$ cat src/rtl/stepper_phase_decoder_pkg.sv
// Shared definitions for the stepper phase decoder:
// half-step phase table, tracker states and code lookup.
package stepper_phase_decoder_pkg;

    typedef enum logic [1:0] {
        IDLE,
        TRACK,
        FAULT
    } state_t;

    // Index 0 sits in the low nibble.
    localparam logic [7:0][3:0] PHASE_TABLE = {
        4'b1001, 4'b1000, 4'b1100, 4'b0100,
        4'b0110, 4'b0010, 4'b0011, 4'b0001
    };

    localparam logic [3:0] IDX_ILLEGAL = 4'd8;

    function automatic logic [3:0] phase_index(input logic [3:0] code);
        logic [3:0] idx;
        idx = IDX_ILLEGAL;
        for (int i = 0; i < 8; i++) begin
            if (PHASE_TABLE[i] == code) begin
                idx = 4'(i);
            end
        end
        return idx;
    endfunction

endpackage

$ cat src/rtl/stepper_phase_decoder_phase_filter.sv
// Input register plus stability counter; the registered
// code is reported as accepted once it has been steady.
module stepper_phase_decoder_phase_filter
    import stepper_phase_decoder_pkg::*;
#(
    parameter int FILTER_CYCLES = 2
) (
    input  logic       clk,
    input  logic       reset,
    input  logic [3:0] stepper_signals,
    output logic [3:0] code,
    output logic       valid
);

    localparam logic [3:0] FC = 4'(FILTER_CYCLES);

    logic [3:0] count;

    // Register the input and count how long it has been stable.
    always_ff @(posedge clk or posedge reset) begin
        if (reset) begin
            code  <= 4'b0000;
            count <= 4'd0;
        end else if (stepper_signals != code) begin
            code  <= stepper_signals;
            count <= 4'd1;
        end else if (count < FC) begin
            count <= count + 4'd1;
        end
    end

    assign valid = (count >= FC);

endmodule

$ cat src/rtl/stepper_phase_decoder.sv
// Closed-loop monitor: decodes the stepper phase pattern into
// position, direction, step events and step interval.
module stepper_phase_decoder
    import stepper_phase_decoder_pkg::*;
#(
    parameter int FILTER_CYCLES  = 2,
    parameter int POS_WIDTH      = 8,
    parameter int INTERVAL_WIDTH = 16
) (
    input  logic                      clk,
    input  logic                      reset,
    input  logic [3:0]                stepper_signals,
    input  logic                      zero_position,
    input  logic                      clear_fault,
    output logic [POS_WIDTH-1:0]      position,
    output logic                      direction,
    output logic                      step_pulse,
    output logic                      locked,
    output logic                      fault,
    output logic [INTERVAL_WIDTH-1:0] last_interval
);

    state_t                    state, state_n;
    logic [2:0]                ref_idx, ref_idx_n;
    logic [POS_WIDTH-1:0]      position_n;
    logic                      direction_n;
    logic                      step_pulse_n;
    logic                      locked_n;
    logic                      fault_n;
    logic [INTERVAL_WIDTH-1:0] last_interval_n;
    logic [INTERVAL_WIDTH-1:0] timer, timer_n;

    logic [3:0] code;
    logic       valid;
    logic [3:0] idx;
    logic       legal;
    logic [2:0] delta;

    stepper_phase_decoder_phase_filter #(
        .FILTER_CYCLES(FILTER_CYCLES)
    ) u_filter (
        .clk            (clk),
        .reset          (reset),
        .stepper_signals(stepper_signals),
        .code           (code),
        .valid          (valid)
    );

    assign idx   = phase_index(code);
    assign legal = (idx != IDX_ILLEGAL);
    assign delta = idx[2:0] - ref_idx;

    // State and output registers.
    always_ff @(posedge clk or posedge reset) begin
        if (reset) begin
            state         <= IDLE;
            ref_idx       <= 3'd0;
            position      <= '0;
            direction     <= 1'b1;
            step_pulse    <= 1'b0;
            locked        <= 1'b0;
            fault         <= 1'b0;
            last_interval <= '0;
            timer         <= '0;
        end else begin
            state         <= state_n;
            ref_idx       <= ref_idx_n;
            position      <= position_n;
            direction     <= direction_n;
            step_pulse    <= step_pulse_n;
            locked        <= locked_n;
            fault         <= fault_n;
            last_interval <= last_interval_n;
            timer         <= timer_n;
        end
    end

    // Tracker: evaluate accepted codes against the reference phase.
    always_comb begin
        state_n         = state;
        ref_idx_n       = ref_idx;
        position_n      = position;
        direction_n     = direction;
        step_pulse_n    = 1'b0;
        locked_n        = locked;
        fault_n         = fault;
        last_interval_n = last_interval;

        if (state == TRACK) begin
            timer_n = (&timer) ? timer : timer + 1'b1;
        end else begin
            timer_n = '0;
        end

        if (clear_fault) begin
            state_n  = IDLE;
            fault_n  = 1'b0;
            locked_n = 1'b0;
        end else if (valid) begin
            unique case (state)
                IDLE: begin
                    if (legal) begin
                        ref_idx_n = idx[2:0];
                        locked_n  = 1'b1;
                        state_n   = TRACK;
                    end
                end
                TRACK: begin
                    if (!legal || delta == 3'd3 ||
                        delta == 3'd4 || delta == 3'd5) begin
                        fault_n  = 1'b1;
                        locked_n = 1'b0;
                        state_n  = FAULT;
                    end else if (delta != 3'd0) begin
                        // 6/7 read as -2/-1 when sign-extended.
                        position_n = position +
                            {{(POS_WIDTH-3){delta[2]}}, delta};
                        direction_n     = ~delta[2];
                        step_pulse_n    = 1'b1;
                        ref_idx_n       = idx[2:0];
                        last_interval_n = timer;
                        timer_n         = INTERVAL_WIDTH'(1);
                    end
                end
                FAULT: begin
                end
                default: begin
                    state_n = IDLE;
                end
            endcase
        end

        if (zero_position) begin
            position_n = '0;
        end
    end

endmodule
$ cat config.mk
export PLATFORM = sky130hd
export DESIGN_NAME = stepper_phase_decoder
export DESIGN_NICKNAME = d
export VERILOG_FILES = /design/src/rtl/stepper_phase_decoder_pkg.sv /design/src/rtl/stepper_phase_decoder_phase_filter.sv /design/src/rtl/stepper_phase_decoder.sv
export SDC_FILE = /design/constraint.sdc
export NUM_CORES = 1
export LEC_CHECK = 0
export BUFFER_PORTS_ARGS = -buffer_cell sky130_fd_sc_hd__buf_2
export CORE_ASPECT_RATIO = 0.8
export CORE_MARGIN = 3
export CORE_UTILIZATION = 58
export DETAILED_ROUTE_END_ITERATION = 7
export GPL_ROUTABILITY_DRIVEN = 0
export PLACE_DENSITY = 0.8
export RECOVER_POWER = 100
export SYNTH_ARGS = -nofsm -noshare
export SYNTH_HDL_FRONTEND = slang
export SYNTH_SLANG_ARGS = --single-unit
$ cat constraint.sdc
create_clock -name clk -period 4.8 [get_ports clk]
set_input_delay 0.48 -clock clk [delete_from_list [all_inputs] [get_ports clk]]
set_output_delay 0.48 -clock clk [all_outputs]
set_load 0.02 [all_outputs]
# == Word level (Yosys, flattened, before mapping) ==
# Cells that the tools add are included.
# word_totals
output_inout_bits,28
register_bits,57
# op_classes
n_mux,46
n_reduce_logical,22
bitwise_logic,3
n_eq_ne,23
add_sub_neg,4
magnitude_cmp,2
# ops
op,n
$mux 16,7
$mux 8,6
$mux 4,10
$add 16x1->16 const B,1
$reduce_and 16->1,1
$reduce_bool 2->1,8
$mux 1,13
$eq 4x4->1 const A,3
$ne 2x2->1 const B,5
$reduce_and 5->1,2
$mux 3,3
$add 8x8->8,1
$eq 2x4->1 const A,2
$eq 3x4->1 const A,2
$mux 2,4
$reduce_and 4->1,2
$eq 3x3->1 const B,2
$pmux 2 s3,1
$pmux 3 s2,1
$reduce_and 6->1,1
$reduce_bool 3->1,2
$add 4x1->4 const B,1
$eq 1x4->1 const A,1
$ge 4x2->1 const B,1
other kinds (16),20

# == Depth between registers and ports, before layout ==
# depth
depth_word,19
depth_mapped,14

# == Modules after synthesis ==
# A second synthesis with hierarchy kept.
# hier_totals
hier_cells,294
area_unflattened_um2,3243.1
# modules_own_cells
mod,n_inst,area_each_um2,seq_area_each_um2,cells_per_inst
stepper_phase_decoder,1,2882.8,1227.4,261
stepper_phase_decoder_phase_filter,1,360.3,200.2,33

# == Worst setup path before layout ==
# OpenSTA, ideal clock, no wires.
# synth_path
path_type,reg2reg
start,reg u_filter.code[2]
end,reg position[7]
synth_period_minus_slack_ns,3.713
setup_slack_ns,1.087
required_ns,4.680
arrival_ns,3.593
path_buffers,1
setup_ns,0.120
path_stages_with_launch,15
path_cell_list,dfrtp_1 > buf_6 > and2_4 > or3_2 > ha_1 > fa_1 > xnor2_1 > xor2_1 > ha_1 > o21ai_0 > o21ai_0 > a31oi_1 > xnor2_1 > a21oi_1 > a31o_1
# synth_via
elab_chain_cells,16
elab_cells_between_ends,36
# synth_rtl
element,line_no,rtl
"start, declared",stepper_phase_decoder_phase_filter.sv:11,"output logic [3:0] code,"
"start signal, assigned",stepper_phase_decoder_phase_filter.sv:25,code <= stepper_signals;
$eq 2x4->1 / $eq 1x4->1 (equally long branches),stepper_phase_decoder_pkg.sv:23,if (PHASE_TABLE[i] == code) begin
$mux 4 (6 in series),stepper_phase_decoder_pkg.sv:23,
$mux 4 *,stepper_phase_decoder_pkg.sv:23,
$sub 3x3->3 / $mux 4 (equally long branches),"stepper_phase_decoder.sv:51, stepper_phase_decoder_pkg.sv:23",
$add 8x8->8 / $ne 4x4->1 (equally long branches),"stepper_phase_decoder.sv:116, stepper_phase_decoder.sv:50",
$mux 8 / $logic_not 1->1 (equally long branches),"stepper_phase_decoder.sv:114, stepper_phase_decoder.sv:109",
$mux 8 / $logic_or 1x1->1 (equally long branches),stepper_phase_decoder.sv:109,if (!legal || delta == 3'd3 ||
$mux 8 / $logic_or 1x1->1 (equally long branches),"stepper_phase_decoder.sv:100, stepper_phase_decoder.sv:109",
$mux 8 / $logic_or 1x1->1 (equally long branches),"stepper_phase_decoder.sv:99, stepper_phase_decoder.sv:110",
$mux 8 / $ne 2x2->1 (equally long branches),n/a,
$mux 8 / $reduce_and 5->1 (equally long branches),n/a,
"end signal, assigned",stepper_phase_decoder.sv:68,position <= position_n;
"end, declared",stepper_phase_decoder.sv:15,"output logic [POS_WIDTH-1:0] position,"
# Every way passes the cells marked *; elsewhere a longest branch is shown, timed or not. The select of a mux whose other input is x is not followed.
# A chain may end at the register's enable or synchronous reset.

# == Worst setup path in the final report ==
# layout_path
start,reg u_filter.code[2]
end,reg last_interval[9]
# layout_via
elab_chain_cells,16
elab_cells_between_ends,28
# layout_rtl
element,line_no,rtl
$eq 1x4->1,stepper_phase_decoder_pkg.sv:23,
$mux 4 (7 in series),stepper_phase_decoder_pkg.sv:23,
$mux 4 *,stepper_phase_decoder_pkg.sv:23,
"parallel branches: the longest is 6 deep, another holds $sub 3x3->3",n/a,
$reduce_and 5->1 (no line) *,n/a,
"end signal, assigned",stepper_phase_decoder.sv:73,last_interval <= last_interval_n;
"end, declared",stepper_phase_decoder.sv:20,output logic [INTERVAL_WIDTH-1:0] last_interval
# Mark *: on every way between the ends.

==> run metrics <==
status complete, but fails checks; violated checks max-capacitance violations, max-slew violations; Synth Instances 278; Synth Area per Inst 10.78 um^2; syn_nets 299; hold_buf cts 0; Pint 866.0 uW; CTS H-tree lvls 3; Comb pwr share 0.277; Ant. Diodes 0; Post CTS Setup Buffer Count 0; initial antenna violation count 0; Netlist cell types 48; Setup TNS 0 ns; post-synth top area cell dfrtp_1; achievable clock frequency 236.5 MHz; Fin. Hold Viols 0; leakage 1.417 nW; crit start category register; clock sink count 57; starting density of the core 0.6259; sequential fraction of the synthesis area 0.4762; total routed wirelength 5710 um; Main synth FF type dfrtp_1; HPWL after DPL 4030 um; WL/cell 15.07 um; IO buf count 35; Reg clk slew, reported paths 0.07 ns; worst r2r path cells 10; largest net degree at the start of global routing 58; Area growth syn-to-layout 10.48%; Final setup viols 0; most frequent cells after synthesis 56 x dfrtp_1, 30 x nor2_1, 17 x xnor2_1; Crit Path Max Fanout 24; fin crit share 0.8811; PostCTS Resize Cnt 0; DIE HEIGHT 70.31 um; io pins 36; Inst Count DP 363; sw frac 0.3331; count leader, synth dfrtp_1; fill count 395; CTS tree built; Skew-Pair Late Insertion Delay 0.34 ns; worst hold path type input pin to register; DR DRC count 0; final instance area 3312 um^2; actual slew at the worst max-slew pin 2.988 ns; Clock power frac 0.326; fin cells 379; CTS Buf Count 9; Ys Warns 0; first-pass detailed-route iteration total 4; via count 2,121; Pwr per Cell Area 392.1 nW/um^2; min Tclk post-route 4.229 ns; Final nets 335; Max transition margin -0.9921; net switching power 432.6 uW; Netlist Area Pre-Place 2998 um^2; CP arrival 4.45 ns; vias in the first global route 2,143; vias per cell 5.596; post-route ant nets 0; Root Driver clkbuf_8; post-place setup slack 0.6451 ns; Slew Viols, Final 58; initial drt markers 172; sequential share of power 0.397; layout cell share with drive strength beyond 1 0.1442; GRT Total Usage 0.2121; Die X 86.38 um; Worst Skew 0.007159 ns; Synth Register Bits 57; row cnt 22; first-pass GRT wire length 10,100 um; worst path required time 5.02 ns; total gr overflow 0; max-cap check violation count 1; crit path kind register to register; unrepaired setup endpoints after global routing no; Post-synth ARST share 1.000; CP Capture Type register; Final WS setup 0.5708 ns; top cells by area, synth dfrtp_1 47%, mux2_2 6.0%, xnor2_1 5.0%, ha_1 4.6%, nor2_1 3.8%; CTS Buffer Depth 2; VDD IR-drop max 0.2397 mV; Post-synth EDFFs 0; core area 4790 um^2; Synth top area share 0.4674; Hold Path Cell Cnt 1; placed cell area 3174 um^2; die area 6073 um^2
-- routing by layer --
layer  track usage  vias up  routed length [um]
met5             0        -                   0
met4       0.05709        0                  83
li1              -     1050                   -
met1        0.3013     1009                2759
met3       0.08019        8                 308
met2        0.3031       54                2559
-- sequential cells by signal (all words and copies together), names as in the netlist --
signal / count
last_interval: 16
timer: 16
position: 8
u_filter.code: 4
u_filter.count: 4
ref_idx: 3
state: 2
direction: 1
fault: 1
locked: 1
step_pulse: 1
-- placed cells by master, fill, tap and decap left out, drive strengths merged, types with 2 or more instances in the layout --
cell type  Yosys  routed
ha            11      11
a211oi         4       4
mux2i          9       9
nand2         13      13
nor3b          4       4
dfrtp         56      56
a31oi          4       4
and4           5       5
mux2          16      16
xor2           7       7
xnor2         17      17
or3            4       4
o21bai         4       4
o21ai          9       9
clkbuf         7      46
buf            6       3
and3           2       2
or2b           2       2
a31o           2       2
fa             2       2
nor2          30      30
and2           5       5
nand2b         2       2
nand4          4       4
a21oi         15      15
nor3           7       7
nand3          7       7
inv           12      12
clkinvlp       0       4
nor4           3       3
-- cells by family after synthesis --
| logic type | synth area share |
|---|---|
| xor+xnor | 0.07012 |
| fa+ha+maj | 0.05927 |
| simple gates | 0.1598 |
| flops | 0.4762 |
| buf+inv | 0.04967 |
| mux | 0.09015 |
| compound gates | 0.09474 |
-- worst max-delay path: stages (launching register included) --
cell,delay (ns)
dfrtp_1,0.46
and2_0,0.24
or3_2,0.52
ha_1,0.21
fa_1,0.38
xnor2_1,0.19
nor4b_1,0.39
o21ai_0,0.25
a211oi_4,0.47
clkbuf_2,0.59
mux2_2,0.42
-- worst paths after layout --
| kind | startpoint | end | slack [ns] |
|---|---|---|---|
| max in group asynchronous | reset | position[3] | 1.85 |
| min in group asynchronous | reset | last_interval[11] | 1.25 |
| worst min-delay path | stepper_signals[0] | u_filter.code[0] | 0.29 |
| worst max register to register | u_filter.code[2] | last_interval[9] | 0.57 |
| worst min register to register | last_interval[15] | last_interval[15] | 0.51 |
| worst max-delay path | u_filter.code[2] | last_interval[9] | 0.57 |
-- stage by stage --
stage	util	hold WS [ns]	total power, mW
after CTS	0.7025	0.2625	1.313
final	0.6915	0.2947	1.299
after global routing	0.6915	0.2797	1.383
after detailed placement	0.6627	0.4915	0.8841
after global placement	0.6627	0.4851	0.8693
after floorplan	-	0.4994	0.8108
-- layout make-up --
cell class	instances	area (um^2)	area share
Sequential cell	57	1428	0.4311
Multi-Input combinational cell	196	1426	0.4307
Clock buffer	11	151.4	0.04571
Timing Repair Buffer	38	147.6	0.04458
Tap cell	60	75.07	0.02267
Inverter	12	45.04	0.01360
Clock inverter	5	38.79	0.01171
-- power groups by stage --
stage	Clock, mW	Sequential [mW]	Combinational (mW)
floorplan	0	0.522	0.289
global placement	0	0.524	0.345
detailed placement	0	0.524	0.360
CTS	0.433	0.516	0.364
global route	0.456	0.518	0.408
finish	0.423	0.516	0.360
Power figures use the tool's default switching activity.
